==> src/rtl/npu_pkg.sv <==
// Shared sizes, FSM state type, operand address map and saturation helper for npu.
// Compile-time option NPU_RELU_EN (see npu.sv) clamps negative results to zero.
package npu_pkg;

  localparam int N_IN   = 8;
  localparam int N_OUT  = 4;
  localparam int DATA_W = 8;
  localparam int ACC_W  = 24;
  localparam int SHIFT  = 4;
  localparam int ADDR_W = 6;

  localparam int J_W = $clog2(N_OUT);
  localparam int I_W = $clog2(N_IN);

  localparam int X_BASE = 0;
  localparam int W_BASE = N_IN;
  localparam int B_BASE = N_IN + N_OUT * N_IN;
  localparam int N_OPS  = B_BASE + N_OUT;

  typedef enum logic [2:0] {
    IDLE = 3'd0,
    BIAS = 3'd1,
    MAC  = 3'd2,
    WB   = 3'd3,
    DONE = 3'd4
  } state_t;

  // Clamp a signed accumulator value into the signed 8-bit result range.
  function automatic logic [DATA_W-1:0] saturate(input logic signed [ACC_W-1:0] v);
    logic [DATA_W-1:0] r;
    if (v > 24'sd127) begin
      r = 8'h7F;
    end else if (v < -24'sd128) begin
      r = 8'h80;
    end else begin
      r = v[DATA_W-1:0];
    end
    return r;
  endfunction

endpackage

==> src/rtl/npu_mac.sv <==
// Signed multiply-accumulate datapath for one neuron, with bias preload and
// a shift/saturate view of the accumulator for write-back.
module npu_mac
  import npu_pkg::*;
(
  input  logic              clk,
  input  logic              rst_n,
  input  logic              acc_clr,
  input  logic              acc_load,
  input  logic              acc_en,
  input  logic [DATA_W-1:0] bias,
  input  logic [DATA_W-1:0] x,
  input  logic [DATA_W-1:0] w,
  output logic [DATA_W-1:0] result
);

  logic signed [2*DATA_W-1:0] prod_s;
  logic signed [ACC_W-1:0]    acc_r;
  logic signed [ACC_W-1:0]    shifted_s;

  assign prod_s    = $signed(x) * $signed(w);
  assign shifted_s = acc_r >>> SHIFT;
  assign result    = saturate(shifted_s);

  // Accumulator: clear, bias preload, or add the sign-extended product.
  always_ff @(posedge clk or negedge rst_n) begin
    if (!rst_n) begin
      acc_r <= '0;
    end else if (acc_clr) begin
      acc_r <= '0;
    end else if (acc_load) begin
      acc_r <= {{(ACC_W-DATA_W){bias[DATA_W-1]}}, bias};
    end else if (acc_en) begin
      acc_r <= acc_r + {{(ACC_W-2*DATA_W){prod_s[2*DATA_W-1]}}, prod_s};
    end
  end

endmodule

==> src/rtl/npu.sv <==
// Fully connected layer engine: operand store, sequencing FSM and result registers.
// Define NPU_RELU_EN to clamp negative saturated results to zero at write-back.
module npu
  import npu_pkg::*;
(
  input  logic              CLOCK_100,
  input  logic              reset,
  input  logic              wr_en,
  input  logic [ADDR_W-1:0] wr_addr,
  input  logic [DATA_W-1:0] wr_data,
  input  logic              start,
  input  logic [J_W-1:0]    rd_addr,
  output logic [DATA_W-1:0] rd_data,
  output logic              busy,
  output logic              done
);

  state_t            state_r, state_nx_s;
  logic [J_W-1:0]    j_r;
  logic [I_W-1:0]    i_r;
  logic [DATA_W-1:0] ops_r [N_OPS];
  logic [DATA_W-1:0] y_r   [N_OUT];
  logic              busy_r, done_r;
  logic              acc_clr_s, acc_load_s, acc_en_s, y_we_s, wr_ok_s;
  logic [ADDR_W-1:0] x_idx_s, w_idx_s, b_idx_s;
  logic [DATA_W-1:0] mac_res_s, y_nx_s;

  assign wr_ok_s = wr_en && ((state_r == IDLE) || (state_r == DONE))
                   && (wr_addr < ADDR_W'(N_OPS));

  assign x_idx_s = ADDR_W'(X_BASE) + ADDR_W'(i_r);
  assign w_idx_s = ADDR_W'(W_BASE) + ADDR_W'(j_r) * ADDR_W'(N_IN) + ADDR_W'(i_r);
  assign b_idx_s = ADDR_W'(B_BASE) + ADDR_W'(j_r);

  // Operand store: host writes land only while the engine is not computing.
  always_ff @(posedge CLOCK_100 or negedge reset) begin
    if (!reset) begin
      for (int k = 0; k < N_OPS; k++) ops_r[k] <= '0;
    end else if (wr_ok_s) begin
      ops_r[wr_addr] <= wr_data;
    end
  end

  npu_mac u_mac (
    .clk      (CLOCK_100),
    .rst_n    (reset),
    .acc_clr  (acc_clr_s),
    .acc_load (acc_load_s),
    .acc_en   (acc_en_s),
    .bias     (ops_r[b_idx_s]),
    .x        (ops_r[x_idx_s]),
    .w        (ops_r[w_idx_s]),
    .result   (mac_res_s)
  );

  // Next-state and datapath controls.
  always_comb begin
    state_nx_s = state_r;
    acc_clr_s  = 1'b0;
    acc_load_s = 1'b0;
    acc_en_s   = 1'b0;
    y_we_s     = 1'b0;
    case (state_r)
      IDLE: begin
        if (start) begin
          acc_clr_s  = 1'b1;
          state_nx_s = BIAS;
        end else begin
          state_nx_s = IDLE;
        end
      end
      BIAS: begin
        acc_load_s = 1'b1;
        state_nx_s = MAC;
      end
      MAC: begin
        acc_en_s = 1'b1;
        if (i_r == I_W'(N_IN - 1)) state_nx_s = WB;
        else                       state_nx_s = MAC;
      end
      WB: begin
        y_we_s = 1'b1;
        if (j_r == J_W'(N_OUT - 1)) state_nx_s = DONE;
        else                        state_nx_s = BIAS;
      end
      DONE:    state_nx_s = IDLE;
      default: state_nx_s = IDLE;
    endcase
  end

  // State, loop counters and status flags decoded from the next state.
  always_ff @(posedge CLOCK_100 or negedge reset) begin
    if (!reset) begin
      state_r <= IDLE;
      j_r     <= '0;
      i_r     <= '0;
      busy_r  <= 1'b0;
      done_r  <= 1'b0;
    end else begin
      state_r <= state_nx_s;
      busy_r  <= (state_nx_s == BIAS) || (state_nx_s == MAC) || (state_nx_s == WB);
      done_r  <= (state_nx_s == DONE);
      case (state_r)
        IDLE:    if (start) j_r <= '0;
        BIAS:    i_r <= '0;
        MAC:     i_r <= i_r + I_W'(1);
        WB:      if (j_r != J_W'(N_OUT - 1)) j_r <= j_r + J_W'(1);
        default: i_r <= i_r;
      endcase
    end
  end

  always_comb begin
    y_nx_s = mac_res_s;
`ifdef NPU_RELU_EN
    if (mac_res_s[DATA_W-1]) y_nx_s = '0;
    else                     y_nx_s = mac_res_s;
`endif
  end

  // Result registers, written one neuron at a time.
  always_ff @(posedge CLOCK_100 or negedge reset) begin
    if (!reset) begin
      for (int k = 0; k < N_OUT; k++) y_r[k] <= '0;
    end else if (y_we_s) begin
      y_r[j_r] <= y_nx_s;
    end
  end

  assign rd_data = (32'(rd_addr) < N_OUT) ? y_r[rd_addr] : '0;
  assign busy    = busy_r;
  assign done    = done_r;

endmodule

==> config.mk <==
export PLATFORM = sky130hd
export DESIGN_NAME = npu
export DESIGN_NICKNAME = d
export VERILOG_FILES = /design/src/rtl/npu_pkg.sv /design/src/rtl/npu_mac.sv /design/src/rtl/npu.sv
export SDC_FILE = /design/constraint.sdc
export NUM_CORES = 1
export LEC_CHECK = 0
export CAP_MARGIN = 40
export CORE_MARGIN = 5
export CORE_UTILIZATION = 25
export CTS_BUF_LIST = sky130_fd_sc_hd__clkbuf_4 sky130_fd_sc_hd__clkbuf_8
export DETAILED_ROUTE_END_ITERATION = 8
export PLACE_DENSITY_LB_ADDON = 0.25
export SETUP_SLACK_MARGIN = 0.02
export SLEW_MARGIN = 40
export SYNTH_ARGS = -nofsm -noshare
export SYNTH_HDL_FRONTEND = slang
export SYNTH_HIERARCHICAL = 1
export SYNTH_SLANG_ARGS = --single-unit
export TNS_END_PERCENT = 100
==> constraint.sdc <==
create_clock -name CLOCK_100 -period 11.1 [get_ports CLOCK_100]
set_input_delay 1.11 -clock CLOCK_100 [delete_from_list [all_inputs] [get_ports CLOCK_100]]
set_output_delay 1.11 -clock CLOCK_100 [all_outputs]
set_load 0.005 [all_outputs]
After elaboration in Yosys (flattened, before gate mapping)
Index checks and enable logic that the tools add are counted.

Add/sub/neg operators: 6. Multipliers: 1. $lt $le $gt $ge: 11. Equal/unequal tests: 13. Muxes and demuxes: 36. Bitwise operators: 6. Reduce and logical (&&, ||, !) cells: 12.

Operator list (count): $bwmux 352 (1); $bmux 8 s6 (3); $mux 8 (12); $mux 24 (3); $demux 8 s6 (1); $bwmux 32 (1); $ge 7x7->1 const B (4); $add 24x24->24 (1); $not 6->7 (3); $gt 20x8->1 const B (1); $lt 20x8->1 const B (1); $bmux 8 s2 (1); $demux 8 s2 (1); $mul 8x8->16 (1); $eq 3x2->1 const B (4); $pmux 3 s4 (1); $eq 3x3->1 const B (3); $lt 7x1->1 const B (1); $mux 1 (7); $not 3->7 (1); $add 4x5->6 const A (1); $add 6x2->6 const A (1); $add 6x3->6 (1); $eq 3x1->1 const B (2); other kinds (18) (29).

Bits in registers: 418.

Longest topological paths before layout
Word-level depth: 11. Gate-level depth with buffers: 37.

Cells and area by module
The synthesis kept the hierarchy.

By module, submodules not included: npu (times used 1, cells an instance 1218, area an instance 18338.8 µm², sequential area each 9859.5 µm²); npu_mac (times used 1, cells an instance 549, area an instance 4708.3 µm², sequential area each 600.6 µm²).

Worst setup path after synthesis
Ideal clock, no wire load.

Path kind: reg-to-reg. Start: register j_r[0]. End: register u_mac.acc_r[23]. Library setup time: 132 ps. Arrival: 8085 ps. Required time: 10968 ps. Slack: 2884 ps. Cell stages (with the launch flop): 34. Buffers on the path: 3. Period minus slack after synthesis: 8216 ps. Cells stage by stage: dfrtp_1 -> buf_2 -> clkinv_1 -> ha_1 -> clkbuf_1 -> clkbuf_1 -> o221ai_1 -> a221oi_1 -> o32ai_1 -> nand2b_1 -> fa_1 -> fa_1 -> inv_1 -> fa_1 -> inv_1 -> fa_1 -> inv_1 -> ha_1 -> o21ai_0 -> nor2_1 -> o41a_1 -> nand4_1 -> a31oi_1 -> xnor2_2 -> ha_1 -> a21oi_1 -> o21ai_1 -> or3_1 -> o211ai_2 -> o31ai_4 -> o41ai_2 -> xnor2_2 -> nor2_1 -> or3b_1.

Cells in the longest elaborated chain, start to end: 11.

RTL lines: start, declared (line npu.sv:19) `logic [J_W-1:0] j_r;`; start signal, assigned (line npu.sv:107) `WB: if (j_r != J_W'(N_OUT - 1)) j_r <= j_r + J_W'(1);`; $add 4x5->6 (line npu.sv:32) `assign w_idx_s = ADDR_W'(W_BASE) + ADDR_W'(j_r) * ADDR_W'(N_IN) + ADDR_W'(i_r);`; $add 6x3->6 (line npu.sv:32); $not 6->7 (implied by the code) (line npu.sv:52) `.w (ops_r[w_idx_s]),`; $bmux 8 s6 (line npu.sv:52); $mux 8 (implied by the code) (2 in a row) (line npu.sv:52); $mul 8x8->16 (line npu_mac.sv:21) `assign prod_s = $signed(x) * $signed(w);`; $add 24x24->24 (line npu_mac.sv:34) `acc_r <= acc_r + {{(ACC_W-2*DATA_W){prod_s[2*DATA_W-1]}}, prod_s};`; $mux 24 (line npu_mac.sv:33) `end else if (acc_en) begin`; $mux 24 (*) (line npu_mac.sv:31) `end else if (acc_load) begin`; $mux 24 (*) (line npu_mac.sv:29) `end else if (acc_clr) begin`; end signal, assigned (line npu_mac.sv:32) `acc_r <= {{(ACC_W-DATA_W){bias[DATA_W-1]}}, bias};`; end signal, assigned (line npu_mac.sv:34); end, declared (line npu_mac.sv:18) `logic signed [ACC_W-1:0] acc_r;`.

Every way passes the cells marked *; elsewhere a longest branch is shown, timed or not. The select of a mux whose other input is x is not followed. A chain may end at the register's enable or synchronous reset.

Worst setup path after layout
Start: register i_r[0]. End: register u_mac.acc_r[23].

Cells in the longest elaborated chain, start to end: 10.

RTL lines: start, declared (line npu.sv:20) `logic [I_W-1:0] i_r;`; start signal, assigned (line npu.sv:106) `MAC: i_r <= i_r + I_W'(1);`; start signal, assigned (line npu.sv:108) `default: i_r <= i_r;`; $add 6x3->6 (line npu.sv:32); $not 6->7 (implied by the code) (line npu.sv:52); $bmux 8 s6 (line npu.sv:52); $mux 8 (implied by the code) (2 in a row) (line npu.sv:52); $mul 8x8->16 (*) (line npu_mac.sv:21); $add 24x24->24 (*) (line npu_mac.sv:34); $mux 24 (*) (line npu_mac.sv:33); $mux 24 (*) (line npu_mac.sv:31); $mux 24 (*) (line npu_mac.sv:29).

Marks and branches as above.

==> impl_results.md <==
- Post-synth EDFFs: 0
- Net count after synthesis: 1,901
- Largest net degree at the start of global routing: 91
- Top post-synthesis cells by count: dfrtp_1 (418), mux2_2 (381), nand2_1 (109), inv_1 (98), mux2i_1 (73)
- DRC errors left: 0
- GR Overflow Total: 0
- Sequential area share after synthesis: 45.4%
- Num rows: 111
- Synth Instances: 1,767
- H-tree depth: 3
- Worst r2r dst: u_mac/acc_r[23]$_DFFE_PN0P_
- RD Place Congestion: 0.811
- Leading area contributor after synthesis: dfrtp_1
- 1st-iter DRT viols: 657
- Endpoints failing setup: 0
- R2R Setup Slk: 1.61 ns
- Starting Density: 25.2%
- CTS Buffer Depth: 3
- Ys async rst share: 100%
- Synth top area share: 45.4%
- # port buffers: 29
- Die Y: 314 um
- Clk sinks: 418
- Fmax: 105 MHz
- Worst Setup Start Kind: register
- Synth area leaders: dfrtp_1 (45%), mux2_2 (19%), mux4_2 (7.0%), fa_1 (4.9%), mux2i_1 (3.2%)
- Post-route ant nets: 0
- Initial antenna violation count: 2
- Status: finished clean
- Cell area after synthesis: 23,000 um^2
- Area Growth Syn to Fin: 14.3%
- Vias: 14,300
- All-Layer GR Usage: 12.6%
- Unrepaired setup endpoints after global routing: no
- CTS Root Cell: clkbuf_8
- Synth Warn #: 6
- Arrival @ worst endpoint: 10.04 ns
- Router iterations before antenna repair: 5
- #FFs+latches synth: 418
- Die width: 314 um
- # fillers: 9,254
- Routed wire length: 60,900 um
- Top_reg_cell synth: dfrtp_1
- Max-slew headroom: 43.3%
- Hold Path Class: primary input to async pin
- Core area: 91,500 um^2
- Top-count cell post-synth: dfrtp_1
- CTS tree: built
- Fin crit period: 9.49 ns
- WL/cell: 20.0 um
- Final Hold Vio Count: 0
- CP Max Fanout: 26
- I/O pins: 30
- First-pass GRT wire length: 96,600 um
- Cts repair resizes: 0
- Via density: 4.70
- CTS Hold Bufs: 0
- Crit path kind: register to register
- Worst-Skew Late Latency: 0.68 ns
- CP endpoint kind: register
- R2R cell count: 33
- Fin. max-slew vios: 0
- CTS buffer count: 77
- Post-CTS setup buffers: 0
- Post-synth cell types: 73
- Fin nets: 1,938
- Worst-Margin Slew: 0.851 ns
- Post-Syn Area per Cell: 13.0 um^2
- CP max-delay cell: dfrtp_4
- Fraction of layout cells with a size suffix above 1: 35.7%
- Worst Clk Skew: 0.0232 ns
- Clk pin slew, worst setup/hold paths: 0.06 ns
- Slowest stage delay, CP: 0.71 ns
- Die Area: 98,400 um^2
- Most used cell, CP: inv_1
- Detailed placement HPWL: 41,200 um
- Number of global-route vias before repair: 15,800
- Fin crit share: 85.5%
- Max-cap violations: 0
- Worst r2r src: i_r[0]$_DFFE_PN0N_
- Sum of negative setup slack: 0 ns
- CP required: 11.65 ns
## cells in the final DEF, fill, tap and decap left out, types with 12 or more instances in the layout
| cell | instances |
|---|---|
| a21oi_1 | 43 |
| a22o_1 | 13 |
| and2_1 | 50 |
| buf_4 | 20 |
| clkbuf_4 | 22 |
| clkbuf_8 | 92 |
| clkdlybuf4s50_1 | 20 |
| dfrtp_1 | 415 |
| fa_1 | 56 |
| ha_1 | 58 |
| inv_1 | 98 |
| mux2_1 | 13 |
| mux2_2 | 381 |
| mux2i_1 | 73 |
| mux4_2 | 72 |
| nand2_1 | 109 |
| nor2_1 | 44 |
| nor2b_1 | 12 |
| o21ai_0 | 23 |
| xnor2_1 | 28 |
## worst max-delay path: cells and delay by family, from the launching register on
family / cells / cell delay (ns)
XOR/XNOR: 2 / 0.70
adder cells (fa/ha/maj): 6 / 2.57
AND/OR/NAND/NOR: 6 / 1.29
AO/OA/AOI/OAI: 12 / 2.88
buffers and inverters: 6 / 0.98
flip-flops: 1 / 0.71
multiplexers: 1 / 0.15
## kinds of logic (layout without fill, tap and decap cells)
family / Yosys count / after routing / synth area share (%)
compound gates: 185 / 185 / 5.83
buf+inv: 193 / 286 / 3.58
mux: 539 / 539 / 29.5
other cells: 0 / 2 / 0
xor+xnor: 35 / 35 / 1.40
simple gates: 283 / 283 / 6.34
fa+ha+maj: 114 / 114 / 8.01
flops: 418 / 418 / 45.4
## layer usage
layer	global-route usage [%]	vias to the layer above	share of wire (%)	wire length (um)
li1	-	6447	-	-
met1	17.7	7570	48	29300
met2	20.0	228	46	28200
met3	2.26	75	3.7	2240
met4	3.41	2	1.8	1120
met5	0	-	0.021	13
## metrics by stage
stage | setup WS (ns) | std cells | hold WS, ns | cell area, um^2 | utilization (%)
after floorplan | 2.88 | 1767 | 0.464 | 23000 | -
after global placement | 1.33 | 2904 | 0.474 | 24500 | 26.8
after detailed placement | 1.25 | 2907 | 0.481 | 24700 | 26.9
after CTS | 1.23 | 3042 | 0.297 | 26300 | 28.7
after global routing | 0.856 | 3047 | 0.337 | 26300 | 28.8
final | 1.61 | 3048 | 0.360 | 26300 | 28.8
## worst max path at each step
stage                             startpoint                          end  slack (ns)  cells after the start
after floorplan           j_r[0]$_DFFE_PN0P_  u_mac/acc_r[23]$_DFFE_PN0P_        2.88                     33
after global placement    i_r[0]$_DFFE_PN0N_  u_mac/acc_r[23]$_DFFE_PN0P_        1.33                     34
after detailed placement  i_r[0]$_DFFE_PN0N_  u_mac/acc_r[23]$_DFFE_PN0P_        1.25                     32
after CTS                 i_r[0]$_DFFE_PN0N_  u_mac/acc_r[23]$_DFFE_PN0P_        1.23                     32
after global routing      i_r[0]$_DFFE_PN0N_  u_mac/acc_r[23]$_DFFE_PN0P_        0.86                     33
final                     i_r[0]$_DFFE_PN0N_  u_mac/acc_r[23]$_DFFE_PN0P_        1.61                     33
## final cells by class
| cell class | instances | area [um^2] | share of cell area, % |
|---|---|---|---|
| clock inverter | 21 | 213 | 0.807 |
| multi-input combinational | 1156 | 11800 | 44.9 |
| tap | 1186 | 1480 | 5.63 |
| sequential | 418 | 10500 | 39.7 |
| timing repair buffer | 52 | 538 | 2.04 |
| inverter | 99 | 372 | 1.41 |
| antenna | 2 | 5.00 | 0.0190 |
| clock buffer | 114 | 1430 | 5.43 |
## flip-flops by register name, indices dropped and copies added (netlist names)
register     cells
ops_r          352
y_r             32
u_mac/acc_r     24
i_r              3
state_r          3
j_r              2
busy             1
done             1
Power is left out: the tool's default activity adds up to more than one toggle a clock period on the data nets, which glitch-free logic cannot reach.
==> variant: new RTL, config.mk and constraints unchanged <==
Build with the macro `NPU_RELU_EN` defined.
--- a/src/rtl/npu.sv
+++ b/src/rtl/npu.sv
@@ -1,5 +1,7 @@
 // Fully connected layer engine: operand store, sequencing FSM and result registers.
 // Define NPU_RELU_EN to clamp negative saturated results to zero at write-back.
+`define NPU_RELU_EN
+
 module npu
   import npu_pkg::*;
 (
Formal check against the unedited RTL: same outputs for any inputs over 4 cycles, from zero or initial values and one cycle with reset low; that may be too few to reach the edited logic, so the function may still have changed.
==> variant against the unedited design <==
  * Sequential cell count fell by 4
  * Core utilization fell by 0.13 points
  * Final area shrank 0.59%
  * Cell count grew 0.98%
  * Area after synthesis shrank 0.34%
  * Wire length fell by 0.70%
  * Synthesized cell count increased by 2.8%
  * Worst setup slack improved by 280 ps
  * First-iteration DRC count grew 14%
  * Largest cell class unchanged
Power is not shown: default switching activity piles up to over one toggle a cycle in this logic, so the estimate is an artifact.
==> variant: results (changes against the unedited design) <==
Route
  • Drt initial violations: 751 (was 657)
  • Max layer used: met4 (was met5)
  • Total Wirelength: 60500 um (was 60900 um)
  • Met2 wire length: 27300 um (was 28200 um)
  • Vias per cell: 4.66 (was 4.70)
  • Routed wl met3: 3030 um (was 2240 um)
  • Post-Route M1 WL: 28300 um (was 29300 um)

Cells and area
  • Multi-input combinational area share: 0.453 (was 0.449)
  • Seq_cells: 414 (was 418)
  • Largest registers: ops_r: 352 flops, y_r: 28 flops, u_mac/acc_r: 24 flops (was ops_r: 352 flops, y_r: 32 flops, u_mac/acc_r: 24 flops)
  • Clock buffers: 112 (was 114)
  • Layout cell share with drive strength beyond 1: 0.360 (was 0.357)
  • Register area: 10400 um^2 (was 10500 um^2)
  • Buffering overhead: 0.0195 (was 0.0204)
  • Non-clock buffers: 50 (was 52)
  • Clock-cell share of area: 0.0602 (was 0.0624)
  • N_diodes: 1 (was 2)
  • Filler cells: 9382 (was 9254)
  • Nets@finish: 1974 (was 1938)
  • Multi-input combinational gate total: 1197 (was 1156)
  • Number of non-clock inverters: 101 (was 99)

Yosys
  • Dominant cells by area after synthesis: dfrtp_1 45%, mux2_2 19%, mux4_2 7.0%, fa_1 4.9%, ha_1 3.2% (was dfrtp_1 45%, mux2_2 19%, mux4_2 7.0%, fa_1 4.9%, mux2i_1 3.2%)
  • Synth cell count leaders: 414 x dfrtp_1, 382 x mux2_2, 124 x nand2_1 (was 418 x dfrtp_1, 381 x mux2_2, 109 x nand2_1)
  • Top FF cell, synth: dfrtp_1 (unchanged)
  • Ys async rst share: 1.00 (unchanged)
  • Post-synthesis sequential area ratio: 0.451 (was 0.454)
  • Synth cell types: 79 (was 73)

Placement
  • GPL Wtd Cong: 0.787 (was 0.811)
  • Port Buffers: 28 (was 29)
  • Post-DP HPWL: 41000 um (was 41200 um)

Critical path
  • Critical-path maximum fanout: 25 (was 26)
  • Critical path arrival: 9750 ps (was 10040 ps)
  • Reg2reg end: u_mac/acc_r[23] (unchanged)
  • Critical path's top delay family: adder cells (was compound AO/OA/AOI/OAI gates)
  • R2r setup slk: 1890 ps (was 1610 ps)
  • Worst path max stage delay: 690 ps (was 710 ps)
  • FF-to-FF path depth: 31 (was 33)
  • Critical path class: flop to flop (unchanged)

Clock tree
  • Sink Count: 414 (was 418)
  • Resize count post-CTS: 0 (unchanged)
  • CTS Buf Count: 76 (was 77)

Hold path
  • Min-delay worst type: input port to async pin (unchanged)

GRT
  • First-pass GRT wire length: 95800 um (was 96600 um)
  • Total GRT Usage: 0.125 (was 0.126)
  • GRT met1 Usage: 0.172 (was 0.177)
  • GRT met2 Usage: 0.193 (was 0.200)
  • Largest net degree at the start of global routing: 109 (was 91)
  • GR met3 Demand/Resource: 0.0286 (was 0.0226)
  • Vias in the first global route: 15600 (was 15800)
  • Initial antenna violation count: 1 (was 2)

STA
  • Rel. slew slack: 0.455 (was 0.433)
  • Clock skew: 25.3 ps (was 23.2 ps)

Run status
  • Status: complete, no violations (unchanged)
==> variant: cell count changes in the layout (fill, tap and decap cells not counted), moves of 8 or more <==
cell and change:
a22o_1 -10, mux2_4 +8, mux2_1 -9, mux2i_1 -31
nand2_1 +15, o21ai_0 +26, nor2_2 +9, nand2_2 +12
o22ai_1 +16
==> variant: worst reg2reg max path: cells and delay by family (launching register included) <==
kind	cells	cell delay (ps)
xor gates and xnor gates	2	660
muxes	1	600
buffers and inverters	6	1040
and+or+nand+nor	6	1350
AOI/OAI and AO/OA	10	1820
DFF	1	690
adders and majority gates	6	2940
==> variant: per-stage QoR <==
step           hold slack [ps]  utilization  setup slack [ps]  instances  instance area, um^2
6_report                   407        0.287              1890       3078                26200
5_1_grt                    417        0.287              1290       3078                26200
4_1_cts                    356        0.286              1610       3076                26100
3_5_place_dp               466        0.269              1590       2947                24500
3_3_place_gp               456        0.267              1710       2945                24400
2_1_floorplan              445            -              2880       1817                23000
==> variant: cells by family (layout without fill, tap and decap cells) <==
family | count (synthesis) | after routing | synth area share
AND/OR/NAND/NOR | 327 | 327 | 0.0741
adder cells (fa/ha/maj) | 114 | 114 | 0.0804
AO/OA/AOI/OAI | 213 | 213 | 0.0612
multiplexers | 507 | 507 | 0.282
XOR/XNOR | 35 | 35 | 0.0140
flip-flops | 414 | 414 | 0.451
other | 1 | 2 | 0.000163
buffers and inverters | 206 | 280 | 0.0366
==> variant: worst min-delay path by stage <==
stage	start	to	slack, ps	cells past startpoint
floorplan	y_r[10]	y_r[10]	440	2
global placement	y_r[21]	y_r[21]	460	2
detailed placement	y_r[1]	y_r[1]	470	2
CTS	reset	y_r[20]	360	1
global route	reset	ops_r[65]	420	1
finish	reset	ops_r[93]	410	1
